$ cat src/rtl/aibcr3_dll_pkg.sv
// Shared types and constants for the DLL lock-detect loop: FSM states, settle counter width, PD directions.
package aibcr3_dll_pkg;

  typedef enum logic [2:0] {
    IDLE,
    SETTLE,
    STEP,
    LOCKED_SETTLE,
    LOCKED_STEP
  } dll_state_e;

  localparam int   SETTLE_W = 8;
  localparam logic DIR_UP   = 1'b1;
  localparam logic DIR_DN   = 1'b0;

endpackage

$ cat src/rtl/aibcr3_dll_code_ctr.sv
// Saturating up/down delay-code counter; code/sat update on the edge after i_load/i_step, no backpressure.
// o_blk flags combinationally that a step in the current i_dir would be blocked at an end stop.
module aibcr3_dll_code_ctr #(
  parameter int                CODE_W    = 8,
  parameter logic [CODE_W-1:0] CODE_INIT = 8'h80
) (
  input  logic              i_clk,
  input  logic              i_rst_n,
  input  logic              i_load,
  input  logic              i_step,
  input  logic              i_dir,
  output logic [CODE_W-1:0] o_code,
  output logic              o_sat,
  output logic              o_blk
);
  import aibcr3_dll_pkg::*;

  logic [CODE_W-1:0] r_code;
  logic              r_sat;

  assign o_blk  = (i_dir == DIR_UP) ? (&r_code) : (~|r_code);
  assign o_code = r_code;
  assign o_sat  = r_sat;

  always_ff @(posedge i_clk or negedge i_rst_n) begin
    if (!i_rst_n) begin
      r_code <= CODE_INIT;
      r_sat  <= 1'b0;
    end else if (i_load) begin
      r_code <= CODE_INIT;
      r_sat  <= 1'b0;
    end else if (i_step) begin
      if (o_blk) begin
        r_sat <= 1'b1;
      end else begin
        r_sat  <= 1'b0;
        r_code <= (i_dir == DIR_UP) ? r_code + CODE_W'(1) : r_code - CODE_W'(1);
      end
    end
  end

endmodule

$ cat src/rtl/aibcr3_dll_lock_det.sv
// DLL code tracking loop with dither-based lock detect; outputs registered, lock 1 cycle after the locking STEP.
// Optional AIBCR3_DLL_LOCK_FORCE_EN adds lock_force to pin dll_lock high and freeze the code.
module aibcr3_dll_lock_det #(
  parameter int                CODE_W     = 8,
  parameter logic [CODE_W-1:0] CODE_INIT  = 8'h80,
  parameter int                SETTLE_CYC = 7,
  parameter int                LOCK_REV   = 4,
  parameter int                RUN_MAX    = 6
) (
  input  logic              clk_dcd,
  input  logic              RSTb,
  input  logic              cal_en,
  input  logic              pd_up,
  input  logic              rb_cont_cal,
`ifdef AIBCR3_DLL_LOCK_FORCE_EN
  input  logic              lock_force,
`endif
  output logic [CODE_W-1:0] dll_code,
  output logic              dll_lock,
  output logic              code_sat,
  output logic              busy
);
  import aibcr3_dll_pkg::*;

  localparam int REV_W = $clog2(LOCK_REV + 1);
  localparam int RUN_W = $clog2(RUN_MAX + 1);

  dll_state_e          r_state, w_state_nxt;
  logic [SETTLE_W-1:0] r_settle_cnt, w_settle_nxt;
  logic [REV_W-1:0]    r_rev_cnt, w_rev_nxt, w_rev_inc;
  logic [RUN_W-1:0]    r_run_cnt, w_run_nxt, w_run_inc;
  logic                r_last_dir, w_dir_nxt;
  logic                r_first, w_first_nxt;
  logic                r_lock, w_lock_nxt;
  logic                r_busy;
  logic                w_load, w_step, w_blk, w_settle_done, w_rev, w_same;
`ifdef AIBCR3_DLL_LOCK_FORCE_EN
  logic                r_forced, w_forced_nxt;
`endif

  assign w_settle_done = (r_settle_cnt == SETTLE_W'(SETTLE_CYC - 1));
  // r_first masks the stale direction so the first step after IDLE is never a reversal
  assign w_rev     = !r_first && (pd_up != r_last_dir);
  assign w_same    = (pd_up == r_last_dir) || w_blk;
  assign w_rev_inc = r_rev_cnt + REV_W'(1);
  assign w_run_inc = r_run_cnt + RUN_W'(1);

  always_comb begin
    w_state_nxt  = r_state;
    w_settle_nxt = r_settle_cnt;
    w_rev_nxt    = r_rev_cnt;
    w_run_nxt    = r_run_cnt;
    w_dir_nxt    = r_last_dir;
    w_first_nxt  = r_first;
    w_lock_nxt   = r_lock;
    w_load       = 1'b0;
    w_step       = 1'b0;
`ifdef AIBCR3_DLL_LOCK_FORCE_EN
    w_forced_nxt = r_forced;
`endif
    if (!cal_en) begin
      w_state_nxt  = IDLE;
      w_settle_nxt = '0;
      w_rev_nxt    = '0;
      w_run_nxt    = '0;
      w_dir_nxt    = DIR_DN;
      w_first_nxt  = 1'b1;
      w_lock_nxt   = 1'b0;
      w_load       = 1'b1;
`ifdef AIBCR3_DLL_LOCK_FORCE_EN
      w_forced_nxt = 1'b0;
`endif
    end else begin
      unique case (r_state)
        IDLE: begin
          w_state_nxt  = SETTLE;
          w_settle_nxt = '0;
          w_load       = 1'b1;
        end
        SETTLE, LOCKED_SETTLE: begin
          if (w_settle_done) begin
            w_settle_nxt = '0;
            if (r_state == SETTLE)  w_state_nxt = STEP;
            else if (rb_cont_cal)   w_state_nxt = LOCKED_STEP;
          end else begin
            w_settle_nxt = r_settle_cnt + SETTLE_W'(1);
          end
        end
        STEP: begin
          w_step      = 1'b1;
          w_dir_nxt   = pd_up;
          w_first_nxt = 1'b0;
          w_state_nxt = SETTLE;
          if (!w_rev) begin
            w_rev_nxt = '0;
          end else if (w_rev_inc == REV_W'(LOCK_REV)) begin
            w_rev_nxt   = '0;
            w_run_nxt   = '0;
            w_lock_nxt  = 1'b1;
            w_state_nxt = LOCKED_SETTLE;
          end else begin
            w_rev_nxt = w_rev_inc;
          end
        end
        LOCKED_STEP: begin
          w_step      = 1'b1;
          w_dir_nxt   = pd_up;
          w_state_nxt = LOCKED_SETTLE;
          if (!w_same) begin
            w_run_nxt = '0;
          end else if (w_run_inc == RUN_W'(RUN_MAX)) begin
            // sustained drift: drop lock but keep the code as the starting point
            w_run_nxt   = '0;
            w_rev_nxt   = '0;
            w_lock_nxt  = 1'b0;
            w_state_nxt = SETTLE;
          end else begin
            w_run_nxt = w_run_inc;
          end
        end
        default: w_state_nxt = IDLE;
      endcase
`ifdef AIBCR3_DLL_LOCK_FORCE_EN
      if (lock_force && (r_state != IDLE)) begin
        w_state_nxt  = r_state;
        w_settle_nxt = r_settle_cnt;
        w_rev_nxt    = r_rev_cnt;
        w_run_nxt    = r_run_cnt;
        w_dir_nxt    = r_last_dir;
        w_first_nxt  = r_first;
        w_step       = 1'b0;
        w_lock_nxt   = 1'b1;
        w_forced_nxt = 1'b1;
      end else if (r_forced) begin
        w_state_nxt  = SETTLE;
        w_settle_nxt = '0;
        w_rev_nxt    = '0;
        w_run_nxt    = '0;
        w_step       = 1'b0;
        w_lock_nxt   = 1'b0;
        w_forced_nxt = 1'b0;
      end
`endif
    end
  end

  always_ff @(posedge clk_dcd or negedge RSTb) begin
    if (!RSTb) begin
      r_state      <= IDLE;
      r_settle_cnt <= '0;
      r_rev_cnt    <= '0;
      r_run_cnt    <= '0;
      r_last_dir   <= DIR_DN;
      r_first      <= 1'b1;
      r_lock       <= 1'b0;
      r_busy       <= 1'b0;
`ifdef AIBCR3_DLL_LOCK_FORCE_EN
      r_forced     <= 1'b0;
`endif
    end else begin
      r_state      <= w_state_nxt;
      r_settle_cnt <= w_settle_nxt;
      r_rev_cnt    <= w_rev_nxt;
      r_run_cnt    <= w_run_nxt;
      r_last_dir   <= w_dir_nxt;
      r_first      <= w_first_nxt;
      r_lock       <= w_lock_nxt;
      r_busy       <= (w_state_nxt != IDLE);
`ifdef AIBCR3_DLL_LOCK_FORCE_EN
      r_forced     <= w_forced_nxt;
`endif
    end
  end

  aibcr3_dll_code_ctr #(
    .CODE_W    (CODE_W),
    .CODE_INIT (CODE_INIT)
  ) u_code_ctr (
    .i_clk   (clk_dcd),
    .i_rst_n (RSTb),
    .i_load  (w_load),
    .i_step  (w_step),
    .i_dir   (pd_up),
    .o_code  (dll_code),
    .o_sat   (code_sat),
    .o_blk   (w_blk)
  );

  assign dll_lock = r_lock;
  assign busy     = r_busy;

endmodule

$ cat config.mk
export PLATFORM = sky130hd
export DESIGN_NAME = aibcr3_dll_lock_det
export DESIGN_NICKNAME = d
export VERILOG_FILES = /design/src/rtl/aibcr3_dll_pkg.sv /design/src/rtl/aibcr3_dll_code_ctr.sv /design/src/rtl/aibcr3_dll_lock_det.sv
export SDC_FILE = /design/constraint.sdc
export NUM_CORES = 1
export LEC_CHECK = 0
export CAP_MARGIN = 10
export CELL_PAD_IN_SITES_DETAIL_PLACEMENT = 0
export CELL_PAD_IN_SITES_GLOBAL_PLACEMENT = 2
export CORE_AREA = 2 2 75 77
export CTS_CLUSTER_SIZE = 40
export DETAILED_ROUTE_END_ITERATION = 6
export DIE_AREA = 0 0 77 79
export HOLD_SLACK_MARGIN = 0.15
export PLACE_DENSITY_LB_ADDON = 0.25
export SKIP_LAST_GASP = 1
export SLEW_MARGIN = 15
export SYNTH_ARGS = -nofsm -noshare
export SYNTH_HDL_FRONTEND = slang
export SYNTH_HIERARCHICAL = 1
export SYNTH_SLANG_ARGS = --single-unit
$ cat constraint.sdc
create_clock -name clk_dcd -period 4.3 [get_ports clk_dcd]
set_input_delay 0.645 -clock clk_dcd [delete_from_list [all_inputs] [get_ports clk_dcd]]
set_output_delay 0.645 -clock clk_dcd [all_outputs]
set_load 0.01 [all_outputs]
==> impl_metrics.env <==
export IMPL_crit_arrival_ns=3.11
export IMPL_grt_pass1_wl_um=7680
export IMPL_drv_cap=0
export IMPL_rsz0062_at_grt="no"
export IMPL_rows=27
export IMPL_layout_commonest_cell="dfrtp_1"
export IMPL_ctsLongestPathBuffers=2
export IMPL_drtIter0Drc=77
export IMPL_ctsResizeCount=0
export IMPL_utilization=0.446
export IMPL_fillers=535
export IMPL_cts_clk_slew_worst_paths_ns=0.07
export IMPL_cp_start_kind="primary input"
export IMPL_die_area_um2=6080
export IMPL_yosysWarnings=6
export IMPL_synth_net_count=238
export IMPL_setup_violations=0
export IMPL_drv_slew=0
export IMPL_timing_worst_slew_pin_value_ns=0.861
export IMPL_die_x_um=77
export IMPL_portBuffers=15
export IMPL_vias=1607
export IMPL_holdWs_ns=0.485
export IMPL_antenna_found_initial=0
export IMPL_io_pins=16
export IMPL_finalHoldViolCount=0
export IMPL_cts_tree="yes"
export IMPL_crit_fanout=7
export IMPL_coreArea_um2=5340
export IMPL_cts_buffers=5
export IMPL_synth_async_reset_ratio=1.00
export IMPL_cts_setup_buffers=0
export IMPL_via_per_inst=5.20
export IMPL_grt_max_degree=31
export IMPL_power_leakage_nw=1.01
export IMPL_ys_types=58
export IMPL_synthFlopType="dfrtp_1"
export IMPL_fmaxAchievable_mhz=345
export IMPL_setup_tns_final_ns=0
export IMPL_timing_final_crit_share=0.674
export IMPL_gp_congestion=0.842
export IMPL_syn2layout_area_growth_pct=14.9
export IMPL_firstDrtPassIters=4
export IMPL_gr_total_overflow=0
export IMPL_clock_skew_ns=0.00829
export IMPL_ys_seq_area_frac=0.364
export IMPL_syn_avg_cell_area_um2=9.41
export IMPL_num_antenna_cells=0
export IMPL_dp_hpwl_um=3130
export IMPL_nNetsFinal=254
export IMPL_holdBufCountCts=0
export IMPL_ys_seq_elements=30
export IMPL_syn_inst=220
export IMPL_die_y_um=79
export IMPL_cts_max_level=2
export IMPL_fin_crit_ns=2.90
export IMPL_synth_area_um2=2070
export IMPL_maxSlewHeadroom=0.426
export IMPL_cp_required_ns=4.52
export IMPL_power_density_nw_per_um2=242
export IMPL_detail_route_antenna_nets=0
export IMPL_routedWlPerCell_um=14.2
export IMPL_drc=0
export IMPL_drive_gt1_frac=0.105
export IMPL_drt_total_wl_um=4400
export IMPL_clock_latency_ns=0.28
export IMPL_clock_sinks=30
export IMPL_synth_edf_count=0
export IMPL_critPathKind="primary input to register"
export IMPL_track_usage=0.159
export IMPL_initial_core_util=0.388
export IMPL_first_global_vias=1538
export IMPL_status="complete, no violations"
export IMPL_crit_path_end_kind="register"
export IMPL_max_vdd_ir_drop_uv=158
export IMPL_cts_root_buf="clkbuf_8"
export IMPL_final_cell_mix="28 x dfrtp_1, 21 x nand2_1, 16 x nor2_1"
export IMPL_hold_class="register to register"
logic make-up (layout without fill, tap and decap cells):
| family | Yosys count | after routing | share of synthesized area |
|---|---|---|---|
| adders and majority gates | 13 | 13 | 0.0822 |
| muxes | 11 | 11 | 0.0538 |
| and+or+nand+nor | 89 | 89 | 0.251 |
| DFF | 30 | 30 | 0.364 |
| xor gates and xnor gates | 6 | 6 | 0.0254 |
| buffers and inverters | 17 | 34 | 0.0387 |
| AOI/OAI and AO/OA | 54 | 54 | 0.185 |
worst max-delay path: stages:
cell and delay [ns]:
clkdlybuf4s50_1 0.65, inv_1 0.21, ha_1 0.39, nor2b_4 0.15, o31a_1 0.25, or4b_1 0.46, a31o_1 0.23, a21oi_2 0.13
sequential cells by signal (all words and copies together) (netlist names):
name,count
r_run_cnt,3
dll_lock,1
u_code_ctr/o_code,8
r_first,1
u_code_ctr/o_sat,1
r_settle_cnt,8
r_rev_cnt,3
r_last_dir,1
r_state,3
busy,1
power by group:
group          internal [W]  switching [W]
logic             0.0000168      0.0000249
clock network      0.000129       0.000118
registers          0.000284     0.00000256
total              0.000429       0.000146
final cells by class:
class | count | area, µm² | area share
well taps | 72 | 90.1 | 0.0379
multi-input cells | 173 | 1240 | 0.520
inverters | 8 | 30.0 | 0.0126
repair buffers | 18 | 173 | 0.0726
clock inverters | 2 | 12.5 | 0.00526
clock buffers | 6 | 82.6 | 0.0347
flip-flops and latches | 30 | 753 | 0.317
final timing paths:
check                      slack [ns]                               end  cells past startpoint                        startpoint
max in group asynchronous        3.21  u_code_ctr/o_code[7]$_DFFE_PN1P_                      2                              RSTb
setup reg to reg                 2.22  u_code_ctr/o_code[6]$_DFFE_PN0P_                      6  u_code_ctr/o_code[2]$_DFFE_PN0P_
setup / recovery                 1.40  u_code_ctr/o_code[6]$_DFFE_PN0P_                      8                             pd_up
min in group asynchronous        0.76  u_code_ctr/o_code[1]$_DFFE_PN0P_                      2                              RSTb
hold reg to reg                  0.49               r_first$_DFFE_PN1P_                      2               r_first$_DFFE_PN1P_
hold / removal                   0.49               r_first$_DFFE_PN1P_                      2               r_first$_DFFE_PN1P_
synthesized netlist by cell type (2+ instances only):
master     instances  share of area
nand4_1            5          0.015
nand2b_1           5          0.015
o21ai_0            8          0.019
a22o_1             4          0.017
buf_2              4         0.0097
clkbuf_1           2         0.0036
dfstp_2            2          0.025
xnor2_1            3          0.013
o22ai_1            3         0.0091
o211ai_1           3          0.011
nand2_1           21          0.038
nor3_1             5          0.012
nor2_1            16          0.029
nor2b_1            5          0.015
xor2_1             3          0.013
a31o_1             2         0.0085
o21a_1             3          0.011
a211oi_1           4          0.015
nand3_1           10          0.024
or3_1              2         0.0060
ha_1              12          0.073
dfrtp_1           28           0.34
o211ai_2           2          0.012
a21oi_1           10          0.024
mux2i_1           10          0.048
a21o_1             5          0.018
a211o_1            2         0.0085
nand4bb_1          3          0.016
inv_1              8          0.015
and3_1             2         0.0060
routing by layer:
| layer | up-vias | global-route usage | wire, µm |
|---|---|---|---|
| met1 | 744 | 0.229 | 2320 |
| met4 | 0 | 0.0482 | 38 |
| met2 | 23 | 0.237 | 1930 |
| met5 | - | 0 | 0 |
| met3 | 4 | 0.0364 | 115 |
| li1 | 836 | - | - |
metrics by stage:
stage	setup WS, ns	instances	power, W	instance area [µm²]
after floorplan	1.98	220	0.000316	2070
after global placement	1.12	301	0.000335	2280
after detailed placement	1.12	301	0.000334	2280
after CTS	1.39	309	0.000587	2380
after global routing	1.20	309	0.000604	2380
final	1.40	309	0.000575	2380
(Power assumes the default switching activity.)
